## config.mk

```make
export PLATFORM = sky130hd
export DESIGN_NAME = mem_port_arbiter
export DESIGN_NICKNAME = d
export VERILOG_FILES = /design/src/rtl/mem_ctrl_pkg.sv /design/src/rtl/mem_arb_pick.sv /design/src/rtl/mem_port_arbiter.sv
export SDC_FILE = /design/constraint.sdc
export NUM_CORES = 1
export LEC_CHECK = 0
export ABC_AREA = 1
export BUFFER_PORTS_ARGS = -buffer_cell sky130_fd_sc_hd__buf_2
export CELL_PAD_IN_SITES_DETAIL_PLACEMENT = 0
export CELL_PAD_IN_SITES_GLOBAL_PLACEMENT = 1
export CORE_MARGIN = 10
export CORE_UTILIZATION = 34
export DETAILED_ROUTE_END_ITERATION = 6
export PLACE_DENSITY_LB_ADDON = 0.08
export SLEW_MARGIN = 30
export SYNTH_ARGS = -nofsm -noshare
export SYNTH_HDL_FRONTEND = slang
export SYNTH_SLANG_ARGS = --single-unit
```

## constraint.sdc

```tcl
create_clock -name clk -period 2.1 [get_ports clk]
set_input_delay 0.105 -clock clk [delete_from_list [all_inputs] [get_ports clk]]
set_output_delay 0.105 -clock clk [all_outputs]
set_load 0.03 [all_outputs]
```

## src/rtl/mem_ctrl_pkg.sv

```systemverilog
// Shared types for the memory-side controllers: access size, arbiter states and port owner.
package mem_ctrl_pkg;

    typedef enum logic [1:0] {
        SIZE_BYTE = 2'b00,
        SIZE_HALF = 2'b01,
        SIZE_WORD = 2'b10
    } size_t;

    typedef enum logic [1:0] {
        IDLE,
        ACCESS,
        RESP
    } arb_state_t;

    typedef enum logic {
        OWN_IF,
        OWN_LS
    } owner_t;

    // The reserved encoding 2'b11 behaves as a word access.
    function automatic size_t norm_size(input logic [1:0] raw);
        return (raw == 2'b11) ? SIZE_WORD : size_t'(raw);
    endfunction

endpackage

```

## src/rtl/mem_arb_pick.sv

```systemverilog
// Combinational grant selector between the IF and LS requesters.
// MEM_ARB_ROUND_ROBIN_EN selects alternating priority on collisions; otherwise LS always wins.
module mem_arb_pick
    import mem_ctrl_pkg::*;
(
    input  logic   if_req,
    input  logic   ls_req,
    input  owner_t last_grant,
    output owner_t grant
);

`ifdef MEM_ARB_ROUND_ROBIN_EN
    always_comb begin
        grant = OWN_LS;
        if (if_req && ls_req) begin
            grant = (last_grant == OWN_LS) ? OWN_IF : OWN_LS;
        end else if (if_req) begin
            grant = OWN_IF;
        end
    end
`else
    logic unused_last_grant;
    assign unused_last_grant = last_grant;

    always_comb begin
        grant = OWN_LS;
        if (if_req && !ls_req) begin
            grant = OWN_IF;
        end
    end
`endif

endmodule

```

## src/rtl/mem_port_arbiter.sv

```systemverilog
// Two-port (IF/LS) arbiter in front of the single-port byte memory with a registered handshake.
// Build option: MEM_ARB_ROUND_ROBIN_EN (evaluated inside mem_arb_pick).
module mem_port_arbiter
    import mem_ctrl_pkg::*;
#(
    parameter int ADDR_WIDTH = 32,
    parameter int DATA_WIDTH = 32
) (
    input  logic                  clk,
    input  logic                  resetn_i,

    input  logic                  if_req_i,
    input  logic [ADDR_WIDTH-1:0] if_addr_i,
    output logic                  if_ack_o,
    output logic [DATA_WIDTH-1:0] if_rdata_o,

    input  logic                  ls_req_i,
    input  logic                  ls_we_i,
    input  logic [1:0]            ls_size_i,
    input  logic [ADDR_WIDTH-1:0] ls_addr_i,
    input  logic [DATA_WIDTH-1:0] ls_wdata_i,
    output logic                  ls_ack_o,
    output logic [DATA_WIDTH-1:0] ls_rdata_o,

    output logic [ADDR_WIDTH-1:0] mem_addr_o,
    output logic [DATA_WIDTH-1:0] mem_data_o,
    input  logic [DATA_WIDTH-1:0] mem_data_i,
    output logic                  mem_write_o,
    output logic [1:0]            mem_write_size_o,
    output logic                  mem_valid_o,
    input  logic                  mem_valid_i
);

    arb_state_t            state_q, state_d;
    owner_t                owner_q;
    owner_t                last_grant_q;
    owner_t                grant;
    logic [ADDR_WIDTH-1:0] addr_q;
    logic                  we_q;
    size_t                 size_q;
    logic [DATA_WIDTH-1:0] wdata_q;
    logic [DATA_WIDTH-1:0] if_rdata_q;
    logic [DATA_WIDTH-1:0] ls_rdata_q;
    logic                  any_req;
    logic                  start_access;
    logic                  mem_done;

    assign any_req      = if_req_i | ls_req_i;
    assign start_access = (state_q == IDLE) && any_req;
    assign mem_done     = (state_q == ACCESS) && mem_valid_i;

    // last_grant only influences the pick in the round-robin build; otherwise it is dead logic.
    mem_arb_pick u_pick (
        .if_req     (if_req_i),
        .ls_req     (ls_req_i),
        .last_grant (last_grant_q),
        .grant      (grant)
    );

    always_comb begin
        state_d = state_q;
        case (state_q)
            IDLE:    if (any_req)     state_d = ACCESS;
            ACCESS:  if (mem_valid_i) state_d = RESP;
            RESP:                     state_d = IDLE;
            default:                  state_d = IDLE;
        endcase
    end

    always_ff @(posedge clk) begin
        if (!resetn_i) begin
            state_q      <= IDLE;
            owner_q      <= OWN_IF;
            last_grant_q <= OWN_IF;
            addr_q       <= '0;
            we_q         <= 1'b0;
            size_q       <= SIZE_BYTE;
            wdata_q      <= '0;
            if_rdata_q   <= '0;
            ls_rdata_q   <= '0;
        end else begin
            state_q <= state_d;
            if (start_access) begin
                owner_q      <= grant;
                last_grant_q <= grant;
                if (grant == OWN_LS) begin
                    addr_q  <= ls_addr_i;
                    we_q    <= ls_we_i;
                    size_q  <= norm_size(ls_size_i);
                    wdata_q <= ls_wdata_i;
                end else begin
                    addr_q  <= if_addr_i;
                    we_q    <= 1'b0;
                    size_q  <= SIZE_WORD;
                    wdata_q <= '0;
                end
            end
            // Only reads land in the owner's rdata register; the other port keeps its last value.
            if (mem_done && !we_q) begin
                if (owner_q == OWN_IF) begin
                    if_rdata_q <= mem_data_i;
                end else begin
                    ls_rdata_q <= mem_data_i;
                end
            end
        end
    end

    assign mem_valid_o      = (state_q == ACCESS);
    assign mem_addr_o       = addr_q;
    assign mem_write_o      = we_q;
    assign mem_write_size_o = size_q;
    assign mem_data_o       = wdata_q;

    assign if_ack_o   = (state_q == RESP) && (owner_q == OWN_IF);
    assign ls_ack_o   = (state_q == RESP) && (owner_q == OWN_LS);
    assign if_rdata_o = if_rdata_q;
    assign ls_rdata_o = ls_rdata_q;

endmodule

```

==> results <==
- The flow ran to the end, and the final reports show no timing, DRC or antenna violations.
- Counting flops and latches in the post-synthesis netlist gives 134.
- The routed design has 20.0 mm of wire.
- The worst ir drop on vdd is 0.579 mV.
- The path class of the tightest hold or removal check is primary input to flip-flop.
- After routing, the total negative slack on setup checks comes to 0 ns.
- The sort of element at the start of the critical path is a flip-flop.
- In the post-synthesis netlist, the biggest area contributors are sky130_fd_sc_hd__dfxtp_1 45%, sky130_fd_sc_hd__nand2_1 19%, sky130_fd_sc_hd__inv_1 10%.
- Along the worst path, the maximum fanout reaches 3.
- Dividing the detail-routed via count by the number of cells gives roughly 4.2.
- The count of endpoints failing hold in the final timing report is 0.
- The fraction of final layout cells with drive strength greater than 1 is 26.3%.
- For this run, the number of Yosys warnings is 0.
- The data required time at the worst endpoint is between 2 and 2.5 ns.
- The detail-routed net length per standard cell is 13.8 um.
- The average instance area after synthesis is ~6.4 um2.
- The number of cell instances on the worst register-to-register path is 6.
- The clock passes through at most 2 buffers.
- Input and output buffers added on the ports amount to around 270.
- The most critical setup path has its endpoint at mem_write_size_o[0].
- Of the available clock period, the critical path in the final layout requires 78.5%.
- The via count of the first global-routing pass is 6,261.
- After detailed routing, the number of remaining DRC violations is 0.
- The power per standard cell area is 853 nW/um2.
- The leftover overflow at the end of global routing is 0.
- The number of max-capacitance violations reported is 0.
- The signal arrival time at the worst endpoint is about 2.0 ns.
- The final number of max-transition violations was 0.
- The netlist uses 17 different library cells.
- The startpoint identified for the worst register-to-register timing path is state_q[1].
- Clock-pin slew was measured on the worst setup and hold paths at approximately 0.060 ns.
- The via count of the routed design is 6,119.
- The number of placement rows is 48.
- For the worst-skew pair, the clock arrives at the later sink with an insertion delay of about 0.42 ns.
- The number of design-rule violations left by the first detailed-router iteration is between 200 and 300.
- The total clock sinks is around 130.
- The wire length of the first global-routing pass is 32.4 mm.
- TritonCTS built the clock tree.
- The pre-antenna-repair detailed-routing pass consisted of 7 iterations.
- Of the synthesized area, sequential elements account for a little under half.
- Routability-driven placement finished with a final weighted congestion of 0.734.
- In this run the vertical extent of the chip is 152 um.
- The chip width is 152 um.
- The share of Yosys cell area claimed by the top area cell type is 45.3%.
- The clock period could shrink to around 1.6 ns.
- Entering global routing, the biggest net connects 97 pins.
- The multi-input gate area in the final layout is 2350 um2.
- The launch point of the critical path is state_q[1].
- The leakage power total is between 4 and 5 nW.
- Clock skew on the completed layout was measured at ~0.011 ns.
- The number of antenna violations at the first check in global routing is 2.
- The worst max-slew margin expressed relative to the limit is 50.0%.
- Once detail routing completed, the nets flagged for antenna violations numbered 0.
- Setup violations remaining at the end of the flow were counted as 0.
- Timing analysis after detailed placement gives a worst setup slack of 0.609 ns.
- At the end of the flow, the number of nets in the layout was 1,350.
- The number of nets produced by synthesis is 1,064.
- In this run the cell area of the synthesized design comes to 5920 um2.
- Compared with the post-synthesis result, the final layout area differs by 41.9%.
- The critical path endpoint category is a flip-flop.
- For this run, the top clock speed supported by timing is between 600 and 700 MHz.
- After legalization and detailed placement, the total HPWL measured 14.2 mm.
- The H-tree was split into 4 levels.
- The cell count after synthesis came out at 928.
- In this run the critical register-to-register path is captured at mem_write_size_o[0].
- The slack of the critical path is between 0.4 and 0.5 ns.
- Buffers inserted during clock tree synthesis total 17.
- The slack of the worst reg-to-reg path is 0.45 ns.
- For the pin with the worst max-slew slack, the measured transition is around 0.75 ns.
- Setup repair after global routing left no endpoint under its margin.
- The placeable core area is 17,200 um2.
- The synthesized design spends more area on one cell type than any other, namely sky130_fd_sc_hd__dfxtp_1.
- The critical path is of the flip-flop to flip-flop type.
- The smallest hold slack is 0.0123 ns.
- Counting the fill cells in the layout gives roughly 1,900.
- Across the whole layout, storage elements account for 2680 um2.
- The buffer type at the clock tree root is sky130_fd_sc_hd__clkbuf_16.
- In this run the count of I/O pins placed on the die edge is 270.
- The die outline area is 23,100 um2.
- The initial standard-cell utilization of the core is 34.5%.
- The number of antenna diodes is 0.
- The total global-route track usage is 17.0%.
[sequential cells by signal, summed over array words and instances (netlist names)]
name,count
mem_write_o,1
if_rdata_o,32
state_q,2
ls_rdata_o,32
mem_addr_o,32
owner_q,1
mem_write_size_o,2
mem_data_o,32
[synth_stat cells]
library cell / n
sky130_fd_sc_hd__a21oi_1: 36
sky130_fd_sc_hd__buf_1: 14
sky130_fd_sc_hd__buf_2: 28
sky130_fd_sc_hd__buf_4: 6
sky130_fd_sc_hd__clkbuf_1: 5
sky130_fd_sc_hd__clkinv_1: 1
sky130_fd_sc_hd__dfxtp_1: 134
sky130_fd_sc_hd__inv_1: 165
sky130_fd_sc_hd__inv_2: 4
sky130_fd_sc_hd__nand2_1: 296
sky130_fd_sc_hd__nand3_1: 97
sky130_fd_sc_hd__nand4_1: 2
sky130_fd_sc_hd__nor2_1: 133
sky130_fd_sc_hd__nor2_2: 1
sky130_fd_sc_hd__nor2_4: 2
sky130_fd_sc_hd__nor3_1: 3
sky130_fd_sc_hd__o21ai_2: 1
[power breakdown]
| group | internal (W) | leakage [nW] | switching (W) |
|---|---|---|---|
| Combinational | 0.000488 | 3.24 | 0.000960 |
| Sequential | 0.00272 | 1.10 | 0.0000858 |
| Clock | 0.00177 | 0.267 | 0.00114 |
| Total | 0.00498 | 4.61 | 0.00219 |
[final cells by class]
type / instances / share of cell area (%)
sequential: 134 / 32.0
clock buffer: 19 / 5.28
tap: 225 / 3.35
multi-input combinational: 571 / 28.0
timing repair buffer: 320 / 22.3
clock inverter: 12 / 1.55
inverter: 170 / 7.60
[critical path: stages, from the launching register on]
cell                            delay (ns)
sky130_fd_sc_hd__dfxtp_1              0.35
sky130_fd_sc_hd__nor2_2               0.20
sky130_fd_sc_hd__nand2_1              0.14
sky130_fd_sc_hd__nor2_1               0.15
sky130_fd_sc_hd__nand2_1              0.07
sky130_fd_sc_hd__dlygate4sd3_1        0.56
sky130_fd_sc_hd__a21oi_1              0.12
[worst min path at each step]
| stage | startpoint | end | slack (ns) | cells after the start |
|---|---|---|---|---|
| 2_1_floorplan | ls_size_i[0] | mem_write_size_o[0] | 0.25 | 2 |
| 3_3_place_gp | ls_wdata_i[21] | mem_data_o[21] | 0.35 | 3 |
| 3_5_place_dp | ls_size_i[0] | mem_write_size_o[0] | 0.36 | 3 |
| 4_1_cts | mem_data_i[0] | if_rdata_o[0] | 0.002 | 5 |
| 5_1_grt | resetn_i | state_q[1] | 0.02 | 3 |
| 6_report | if_addr_i[26] | mem_addr_o[26] | 0.01 | 5 |
[through the flow]
stage                     util, %  instances  instance area (um2)  power (W)
after floorplan                 -        928                 5920    0.00379
after global placement       43.4       1383                 7450    0.00428
after detailed placement     43.4       1383                 7450    0.00428
after CTS                    48.9       1451                 8400    0.00727
after global routing         48.9       1451                 8400    0.00754
final                        48.9       1451                 8400    0.00716
[layout by cell type, fill, tap and decap left out]
master and n:
sky130_fd_sc_hd__a21oi_1 36, sky130_fd_sc_hd__buf_12 4, sky130_fd_sc_hd__buf_2 269, sky130_fd_sc_hd__buf_4 10, sky130_fd_sc_hd__bufinv_16 2, sky130_fd_sc_hd__clkbuf_1 1, sky130_fd_sc_hd__clkbuf_16 17, sky130_fd_sc_hd__clkbuf_8 1
sky130_fd_sc_hd__clkinv_1 1, sky130_fd_sc_hd__clkinv_2 3, sky130_fd_sc_hd__clkinv_4 1, sky130_fd_sc_hd__clkinvlp_4 5, sky130_fd_sc_hd__dfxtp_1 134, sky130_fd_sc_hd__dlygate4sd3_1 37, sky130_fd_sc_hd__inv_1 165, sky130_fd_sc_hd__inv_2 4
sky130_fd_sc_hd__inv_6 1, sky130_fd_sc_hd__nand2_1 296, sky130_fd_sc_hd__nand3_1 97, sky130_fd_sc_hd__nand4_1 2, sky130_fd_sc_hd__nor2_1 132, sky130_fd_sc_hd__nor2_2 1, sky130_fd_sc_hd__nor2_4 3, sky130_fd_sc_hd__nor3_1 3
sky130_fd_sc_hd__o21ai_2 1
[metal layers]
metal | vias up | routed length (um) | GRT usage, %
met5 | - | 31 | 0
met4 | 4 | 240 | 4.81
met3 | 23 | 1890 | 8.72
met2 | 177 | 9490 | 28.1
met1 | 2615 | 8310 | 18.7
li1 | 3300 | - | -
[what timing repair did]
item / CTS / global route
endpoints found under the hold margin: 36 / 0
endpoints found under the setup margin: 0 / 0
gates resized for setup: 0 / 0
hold buffers: 37 / 0
buffers inserted: 0 / 0
[logic make-up after synthesis]
group | count (synthesis) | synth area share (%)
and+or+nand+nor | 534 | 36.4
buffers and inverters | 223 | 15.1
DFF | 134 | 45.3
AOI/OAI and AO/OA | 37 | 3.19
No activity file was read; power rests on OpenSTA's default activity.
